## src/rtl/rename_pkg.sv

```systemverilog
// Shared rename-stage types and sizes, also used by the free list and the ROB.
package rename_pkg;

  localparam int unsigned NUM_AR = 32;
  localparam int unsigned NUM_PR = 64;
  localparam int unsigned AR_W   = 5;
  localparam int unsigned PR_W   = 6;

  typedef logic [AR_W-1:0] ar_t;
  typedef logic [PR_W-1:0] pr_t;

  // Source selected for the single map-table write port.
  typedef enum logic [1:0] {
    MapWrNone    = 2'd0,
    MapWrRename  = 2'd1,
    MapWrRecover = 2'd2
  } map_wr_src_e;

  typedef struct packed {
    logic en;
    ar_t  idx;
    pr_t  pr;
  } map_wr_t;

  // Identity mapping loaded at reset: arch reg i lives in PR i.
  function automatic pr_t reset_map_entry(input int unsigned ar);
    return pr_t'(ar);
  endfunction

endpackage

```

## src/rtl/pr_ready_table.sv

```systemverilog
// Per-PR ready scoreboard: set by CDB writeback, cleared on rename allocation.
// Two lookup ports see a same-cycle CDB hit through a bypass.
module pr_ready_table
  import rename_pkg::*;
(
  input  logic clk,
  input  logic rst,
  input  logic set_en_i,
  input  pr_t  set_pr_i,
  input  logic clr_en_i,
  input  pr_t  clr_pr_i,
  input  pr_t  lk0_pr_i,
  input  pr_t  lk1_pr_i,
  output logic lk0_ready_o,
  output logic lk1_ready_o
);

  logic [NUM_PR-1:0] ready_q, ready_d;

  // Next state: set applied first so a same-edge clear of the same PR wins.
  always_comb begin
    ready_d = ready_q;
    if (set_en_i) ready_d[set_pr_i] = 1'b1;
    if (clr_en_i) ready_d[clr_pr_i] = 1'b0;
  end

  // Ready vector; every PR holds a valid value out of reset.
  always_ff @(posedge clk or posedge rst) begin
    if (rst) ready_q <= '1;
    else     ready_q <= ready_d;
  end

  assign lk0_ready_o = ready_q[lk0_pr_i] | (set_en_i & (set_pr_i == lk0_pr_i));
  assign lk1_ready_o = ready_q[lk1_pr_i] | (set_en_i & (set_pr_i == lk1_pr_i));

endmodule

```

## src/rtl/rename_map_table.sv

```systemverilog
// Register alias table for the rename stage. Supplies source PRs with ready
// bits and the displaced dest PR; restored by the ROB rollback walk.
module rename_map_table
  import rename_pkg::*;
(
  input  logic            clk,
  input  logic            rst,
  input  logic [AR_W-1:0] rs_arch,
  input  logic [AR_W-1:0] rt_arch,
  input  logic [AR_W-1:0] rd_arch,
  input  logic            RegDest,
  input  logic [PR_W-1:0] PR_new,
  input  logic            free_empty,
  input  logic            hazard_stall,
  input  logic            stall_recover,
  input  logic            recover,
  input  logic [AR_W-1:0] rec_arch,
  input  logic [PR_W-1:0] rec_PR_old,
  input  logic            rec_RegDest,
  input  logic            cdb_valid,
  input  logic [PR_W-1:0] cdb_PR,
  output logic [PR_W-1:0] PR_rs,
  output logic [PR_W-1:0] PR_rt,
  output logic [PR_W-1:0] PR_old,
  output logic            rs_ready,
  output logic            rt_ready,
  output logic            rename_fire
);

  pr_t         map_q [NUM_AR];
  pr_t         map_d [NUM_AR];
  map_wr_src_e wr_src;
  map_wr_t     map_wr;
  logic        rec_wr;

  // Must match the free-list read condition exactly; recover excludes rename.
  assign rename_fire = RegDest & ~free_empty & ~hazard_stall & ~stall_recover & ~recover;
  assign rec_wr      = recover & rec_RegDest & ~hazard_stall;

  // Reads reflect pre-edge state, so rd==rs still returns the old mapping.
  assign PR_rs  = map_q[rs_arch];
  assign PR_rt  = map_q[rt_arch];
  assign PR_old = map_q[rd_arch];

  // Write-port arbitration between rename and rollback restore.
  always_comb begin
    wr_src = MapWrNone;
    if (rename_fire) wr_src = MapWrRename;
    else if (rec_wr) wr_src = MapWrRecover;
  end

  // Write-port mux.
  always_comb begin
    map_wr = '0;
    unique case (wr_src)
      MapWrRename: begin
        map_wr.en  = 1'b1;
        map_wr.idx = rd_arch;
        map_wr.pr  = PR_new;
      end
      MapWrRecover: begin
        map_wr.en  = 1'b1;
        map_wr.idx = rec_arch;
        map_wr.pr  = rec_PR_old;
      end
      default: map_wr = '0;
    endcase
  end

  // Map next state: single write, youngest-first walk lets the oldest PR_old win.
  always_comb begin
    map_d = map_q;
    if (map_wr.en) map_d[map_wr.idx] = map_wr.pr;
  end

  // Map flop array; identity mapping on reset.
  always_ff @(posedge clk or posedge rst) begin
    if (rst) begin
      for (int unsigned i = 0; i < NUM_AR; i++) map_q[i] <= reset_map_entry(i);
    end else begin
      map_q <= map_d;
    end
  end

  pr_ready_table u_ready (
    .clk        (clk),
    .rst        (rst),
    .set_en_i   (cdb_valid),
    .set_pr_i   (cdb_PR),
    .clr_en_i   (rename_fire),
    .clr_pr_i   (PR_new),
    .lk0_pr_i   (PR_rs),
    .lk1_pr_i   (PR_rt),
    .lk0_ready_o(rs_ready),
    .lk1_ready_o(rt_ready)
  );

  // A PR leaving the free list cannot have a producer in flight.
  cdb_to_alloc_pr: assert property (@(posedge clk) disable iff (rst)
      !(cdb_valid && rename_fire && (cdb_PR == PR_new)))
    else $warning("cdb writeback to PR %0d while it is being allocated", PR_new);

endmodule
```

## config.mk

```make
export PLATFORM = sky130hd
export DESIGN_NAME = rename_map_table
export DESIGN_NICKNAME = d
export VERILOG_FILES = /design/src/rtl/rename_pkg.sv /design/src/rtl/pr_ready_table.sv /design/src/rtl/rename_map_table.sv
export SDC_FILE = /design/constraint.sdc
export NUM_CORES = 1
export LEC_CHECK = 0
export CAP_MARGIN = 40
export CORE_UTILIZATION = 55
export DETAILED_ROUTE_END_ITERATION = 12
export GPL_ROUTABILITY_DRIVEN = 0
export GPL_TIMING_DRIVEN = 0
export PLACE_DENSITY = 0.76
export SLEW_MARGIN = 20
export SYNTH_ARGS = -nofsm -noshare
export SYNTH_HDL_FRONTEND = slang
export SYNTH_SLANG_ARGS = --single-unit
```

## constraint.sdc

```tcl
create_clock -name clk -period 7.95 [get_ports clk]
set_input_delay 1.1925 -clock clk [delete_from_list [all_inputs] [get_ports clk]]
set_output_delay 1.1925 -clock clk [all_outputs]
set_load 0.05 [all_outputs]
```

==> metrics, run 1 <==
result of the run finished, final reports clean; floorplan die width 172.5 um; WP buf/inv 5; CTS tree yes; Setup violations, final 0; detailed-route wire length per cell 28.06 um; setup repair after global routing missed its margin no; Setup TNS Final 0 ns; placeable core area 28,630 um^2; global-route wire length before repair 82,840 um; number of buffers created by CTS 28; Top FF cell, synth dfstp_2; Cells on Worst Hold Path 2; FMAX 0.1384 GHz; portion of the clock cycle consumed by the worst path in the final layout 0.9087; largest delay contributor family on the critical path buffers and inverters; maxcap violations 0; quantity of I/O buffers inserted on ports 48; start of the worst register-to-register path map_q[107]$_DFFE_PP0P_; terminating pin of the worst hold path map_q[110]$_DFFE_PP1P_; Worst Max-Slew Pin Slew 1.060 ns; number of rows in the core area 62; arrival time at the worst endpoint 6.03 ns; worst hold slack after final layout 0.5022 ns; global-route congestion overflow total 0; Power per Cell Area 212.2 nW/um^2; FF-to-FF path depth 2; area of the die 29,760 um^2; adder and majority gate portion of the synthesized area 0; hold violation total from the final report 0; CTS root buf clkbuf_16; Leak Pwr 7.352 nW; CTS sink count 256; detailed-route vias per instance 7.156; fraction of final layout cells with drive strength greater than 1 0.2948; synthesized cell area 15,990 um^2; distinct cell type count of the synthesized netlist 56; async set or reset register ratio after synthesis 1.000; Worst EP required 6.76 ns; chip height 172.5 um; Synth-to-Final Area Change 14.88%; total number of nets in the final design 1,599; count of final max-slew check failures 0; proportion of synthesized chip area in sequential cells 0.4119; via count of the first global-routing pass 13,830; multiplexer fraction of the synthesized cell area 0.3165; number of antenna violations at the first check in global routing 0; clock insertion delay at the later pin of the skew report 0.56 ns; Crit. End Element output pin; share of the synthesized netlist area taken by xor and xnor gates 0.006025; Inserted Diodes 0; area post-placement 17,330 um^2; total detailed-routing wirelength 54,940 um; maximum clock skew at final layout 0 ns; all-layer global routing usage 0.3707; delay of the slowest cell on the worst path 0.80 ns; syn_nets 1,480; Reg-to-Reg End map_q[107]$_DFFE_PP0P_; remaining design rule violation count 0; Initial DRT Pass Iterations 8; headroom to the max-slew limit 0.2936; IO Pins 68; Clock Path Buffers 3; mean instance size in the synthesized netlist 11.16 um^2; path category of the worst min-delay check flip-flop to flip-flop; vias after detailed routing 14,010; number of H-tree levels 1; initial core utilization 0.5586; Routed Antenna Nets 0; number of standard cells after synthesis 1,433; worst reg-to-reg setup slack 7.06 ns; cts repair resizes 0; Detailed Route Iter0 Violations 2,190; cell chain of the critical path buf_2, buf_1, clkinv_1, mux2i_1, o22ai_1, a211oi_2, inv_1, a2111oi_0, a211oi_1, mux2i_1, a211o_1, clkdlybuf4s50_1; dominant combinational cell family by area after synthesis multiplexers; min-delay src map_q[110]$_DFFE_PP1P_; count of synthesis-stage warnings from yosys 0; critical path start-end classification input pin to output pin; Post-CTS Setup Inserts 0; Final Total Pwr 0.003899 W; post-synthesis register bit count 256; quantity of hold-fixing buffers added after cts 0; maximum fanout along the worst path 10; final standard cell utilization of the core 0.6417; peak supply drop 0.1729 mV; critical path's slowest cell clkdlybuf4s50_1; compound-cell area share of the yosys netlist 0.1309; placed wire-length estimate 39,260 um; maximum number of pins on one net before global-route repair 38; post-layout minimum cycle time 7.224 ns; number of enable-type register cells in the synthesized netlist 0; simple-gate share of the synthesized area 0.09304; clock transition at the register clock pins on the worst setup and hold paths after CTS 0.05 ns; kind of start point of the critical path input pin; most used cell along the critical path mux2i_1; Final Cell Area 18,370 um^2
synthesized netlist by cell type (16+ instances only):
library cell  instances  area [um^2]
nand2_1              74        277.8
clkbuf_1             77        289.0
nor2_1              200        750.7
a21oi_1             281         1406
dfrtp_1             112         2803
dfstp_2             144         3784
mux2_2               16        180.2
mux4_2              157         3536
mux2i_1             107         1071
buf_1                17        63.81
a22oi_1              21        157.7
o21ai_0              49        245.2
worst max-delay path by stage:
stage	from	endpoint	slack (ns)	depth (start not counted)
3_3_place_gp	rt_arch[3]	rt_ready	0.94	12
4_1_cts	rt_arch[3]	rt_ready	0.95	12
2_1_floorplan	rs_arch[0]	rs_ready	2.47	12
5_1_grt	rt_arch[3]	rt_ready	0.71	12
6_report	rt_arch[3]	rt_ready	0.73	12
3_5_place_dp	rt_arch[3]	rt_ready	0.99	12
placed cells by master, fill, tap and decap left out, drive strengths merged, types with 3 or more instances in the layout:
master and n:
nor2 203, dfstp 144, nand2b 10, nor4 3, mux4 164, inv 14
clkbuf 122, a211oi 3, a31oi 4, nand3b 3, nor3 8, nand4 5
clkdlybuf4s50 48, mux2 18, and3b 3, clkinv 7, buf 89, dfrtp 112
nor3b 10, nor2b 7, o22ai 8, nand3 6, a21oi 281, xnor2 8
xor2 3, or2 5, mux2i 110, a22oi 21, o211ai 4, o21ai 50
nand2 74, a221oi 4
flip-flops by register name, summed over array words and instances (netlist names):
signal           flops
map_q              192
u_ready.ready_q     64
metal layers:
layer	part of all wire	vias to the layer above	routed length [um]	GRT usage
li1	-	5618	-	-
met1	0.36	6817	19520	0.4993
met2	0.43	1296	23630	0.5338
met3	0.16	280	8531	0.1298
met4	0.059	0	3266	0.1868
met5	0	-	0	0
worst register-to-register path: stages (launching register included):
cell	delay [ns]
dfrtp_1	0.44
nor2_1	0.20
a21oi_1	0.09
power breakdown:
group | switching, W | internal, W | total, W
clock | 0.000545 | 0.000771 | 0.00132
combinational | 0.000494 | 0.000418 | 0.000912
sequential | 0.000149 | 0.00152 | 0.00167
kinds of logic (layout without fill, tap and decap cells):
kind of cell	after synthesis	in the layout
flip-flops	256	256
AND/OR/NAND/NOR	345	345
buffers and inverters	143	284
XOR/XNOR	11	11
AO/OA/AOI/OAI	386	386
multiplexers	292	292
final cells by class:
class                   count  area [um^2]
repair buffers             89        915.9
plain buffers             127        609.3
flip-flops and latches    256         6586
well taps                 384        480.5
fillers                  2087        10260
clock buffers              43        817.0
inverters                  16        63.81
multi-input cells        1034         8787
clock inverters             9        108.9
per-stage QoR:
stage	cells	setup slack [ns]
after floorplan	1433	2.468
after global placement	1865	0.9413
after detailed placement	1891	0.9872
after CTS	1943	0.9497
after global routing	1958	0.7096
final	1958	0.7258
(Power assumes the default switching activity.)
==> run 2: changes to the inputs <==
- CTS_CLUSTER_DIAMETER: default -> 60
- GPL_ROUTABILITY_DRIVEN: 0 -> default
==> run 2 against run 1 <==
  * Maximum frequency shrank 0.45%
  * Total power grew 2.8%
  * Setup slack lost 0.033 ns
  * Non-clock buffer count shrank 4
  * Combinational power shrank 0.8%
  * Cell count is essentially flat
  * Die area is the same
==> metrics, run 2 (same netlist as run 1, synthesis figures left out) <==
Inserted Diodes 0 (unchanged); Worst EP required 6.76 ns (about the same); top register by number of flip-flops map_q (unchanged); IO Pins 68 (unchanged); Final Cell Area 18,480 um^2 (was 18,370 um^2); RePlAce Congestion 0.9825; filler-free cell count of the finished design 1,959 (was 1,958); delay of the slowest cell on the worst path 0.80 ns (about the same); Setup TNS Final 0 ns (unchanged); Synth-to-Final Area Change 15.59% (was 14.88%); floorplan die width 172.5 um (unchanged); placed wire-length estimate 38,540 um (was 39,260 um); portion of the clock cycle consumed by the worst path in the final layout 0.9128 (was 0.9087); placeable core area 28,630 um^2 (unchanged); chip height 172.5 um (unchanged); kind of start point of the critical path input pin (unchanged); number of buffers created by CTS 31 (was 28); headroom to the max-slew limit 0.3661 (was 0.2936); detailed-route vias per instance 7.021 (was 7.156); critical path's slowest cell clkdlybuf4s50_1 (unchanged); area of the die 29,760 um^2 (unchanged); number of antenna violations at the first check in global routing 1 (was 0); worst reg-to-reg setup slack 7.06 ns (about the same); maximum number of pins on one net before global-route repair 36 (was 38); Detailed Route Iter0 Violations 1,817 (was 2,190); Clock Path Buffers 3 (unchanged); terminating pin of the worst hold path map_q[116]$_DFFE_PP1P_ (was map_q[110]$_DFFE_PP1P_); Largest regs map_q: 192 flops, u_ready.ready_q: 64 flops (unchanged); CTS sink count 256 (unchanged); vias after detailed routing 13,760 (was 14,010); quantity of hold-fixing buffers added after cts 0 (unchanged); Initial DRT Pass Iterations 5 (was 8); instance count after placement with tap cells included 1,889 (was 1,891); via count of the first global-routing pass 13,500 (was 13,830); Reg-to-Reg End u_ready.ready_q[33]$_DFF_PP1_ (was map_q[107]$_DFFE_PP0P_); Power per Cell Area 216.8 nW/um^2 (was 212.2 nW/um^2); remaining design rule violation count 0 (unchanged); clock transition at the register clock pins on the worst setup and hold paths after CTS 0.06 ns (was 0.05 ns); clock insertion delay at the later pin of the skew report 0.55 ns (was 0.56 ns); Multi-input gate area 8787 um^2 (unchanged); CTS tree yes (unchanged); detailed-route wire length per cell 27.21 um (was 28.06 um); setup repair after global routing missed its margin no (unchanged); maximum fanout along the worst path 10 (unchanged); Crit. End Element output pin (unchanged); Post-CTS Setup Inserts 0 (unchanged); Worst Max-Slew Pin Slew 0.9508 ns (was 1.060 ns); FMAX 0.1378 GHz (was 0.1384 GHz); arrival time at the worst endpoint 6.06 ns (was 6.03 ns); total number of nets in the final design 1,598 (was 1,599); Setup violations, final 0 (unchanged); result of the run finished, final reports clean (unchanged); most used cells in the layout excluding fill and tap cells a21oi_1 (281), nor2_1 (200), mux4_2 (157) (unchanged); quantity of I/O buffers inserted on ports 48 (unchanged); Leak Pwr 7.390 nW (was 7.352 nW); fraction of final layout cells with drive strength greater than 1 0.2984 (was 0.2948); initial core utilization 0.5586 (unchanged); most used cell along the critical path mux2i_1 (unchanged); global-route wire length before repair 80,980 um (was 82,840 um); critical path start-end classification input pin to output pin (unchanged); post-layout minimum cycle time 7.257 ns (was 7.224 ns); cell chain of the critical path buf_2, buf_1, clkinv_1, mux2i_1, o22ai_1, a211oi_2, inv_1, a2111oi_0, a211oi_1, mux2i_1, a211o_1, clkdlybuf4s50_1 (unchanged); FF-to-FF path depth 2 (unchanged); hold violation total from the final report 0 (unchanged); maximum clock skew at final layout 0 ns (unchanged); count of final max-slew check failures 0 (unchanged); count of filler cells inserted in the layout 2,140 (was 2,087); Cells on Worst Hold Path 2 (unchanged); path category of the worst min-delay check flip-flop to flip-flop (unchanged); all-layer global routing usage 0.3621 (was 0.3707); peak supply drop 0.1775 mV (was 0.1729 mV); CTS root buf clkbuf_16 (unchanged); area post-placement 17,320 um^2 (was 17,330 um^2); Routed Antenna Nets 0 (unchanged); max reg flops 192 (unchanged); final standard cell utilization of the core 0.6457 (was 0.6417); leading cell type in the layout, fill and taps excluded a21oi_1 (unchanged); total detailed-routing wirelength 53,310 um (was 54,940 um); number of H-tree levels 1 (unchanged); start of the worst register-to-register path u_ready.ready_q[33]$_DFF_PP1_ (was map_q[107]$_DFFE_PP0P_); number of rows in the core area 62 (unchanged); cts repair resizes 0 (unchanged); storage element area 6586 um^2 (unchanged); global-route congestion overflow total 0 (unchanged); min-delay src map_q[116]$_DFFE_PP1P_ (was map_q[110]$_DFFE_PP1P_); maxcap violations 0 (unchanged); worst hold slack after final layout 0.4969 ns (was 0.5022 ns)
run 2: cell count changes in the layout (fill, tap and decap cells not counted), sizes merged:
cell,change
buf,-3
bufinv,+1
clkbuf,-6
clkinv,+3
clkinvlp,+4
inv,+2
run 2: stage by stage:
step           worst slack [ns]  power [W]
3_3_place_gp             0.8508   0.002506
5_1_grt                  0.6907   0.004136
4_1_cts                  0.8315   0.003985
3_5_place_dp             0.8785   0.002551
6_report                 0.6929   0.004007
2_1_floorplan             2.468   0.002276
run 2: worst max path at each step:
| stage | end | slack, ns | start |
|---|---|---|---|
| 3_3_place_gp | rt_ready | 0.85 | rt_arch[3] |
| 4_1_cts | rt_ready | 0.83 | rt_arch[3] |
| 2_1_floorplan | rs_ready | 2.47 | rs_arch[0] |
| 3_5_place_dp | rt_ready | 0.88 | rt_arch[3] |
| 5_1_grt | rt_ready | 0.69 | rt_arch[3] |
| 6_report | rt_ready | 0.69 | rt_arch[3] |
run 2: area by class of cell:
class | count | area share
multi-input cells | 1034 | 0.4754
flip-flops and latches | 256 | 0.3564
repair buffers | 85 | 0.04921
clock buffers | 38 | 0.04610
plain buffers | 127 | 0.03297
well taps | 384 | 0.02600
clock inverters | 19 | 0.01049
inverters | 16 | 0.003452
run 2: where the power goes:
group          internal [W]  switching [W]
Clock              0.000859       0.000578
Sequential          0.00152       0.000143
Combinational      0.000419       0.000486
Total               0.00280        0.00121
run 2: routing by layer:
| metal | global-route usage | share of wire | vias up |
|---|---|---|---|
| met4 | 0.1711 | 0.051 | 2 |
| met3 | 0.1110 | 0.15 | 216 |
| met1 | 0.4976 | 0.37 | 6831 |
| met2 | 0.5276 | 0.44 | 1103 |
| met5 | 0 | 0.00024 | - |
| li1 | - | - | 5603 |
run 2: worst max-delay path, delay by kind of cell:
kind | cells | cell delay [ns]
multiplexers | 2 | 0.58
buffers and inverters | 5 | 2.73
AO/OA/AOI/OAI | 5 | 1.53
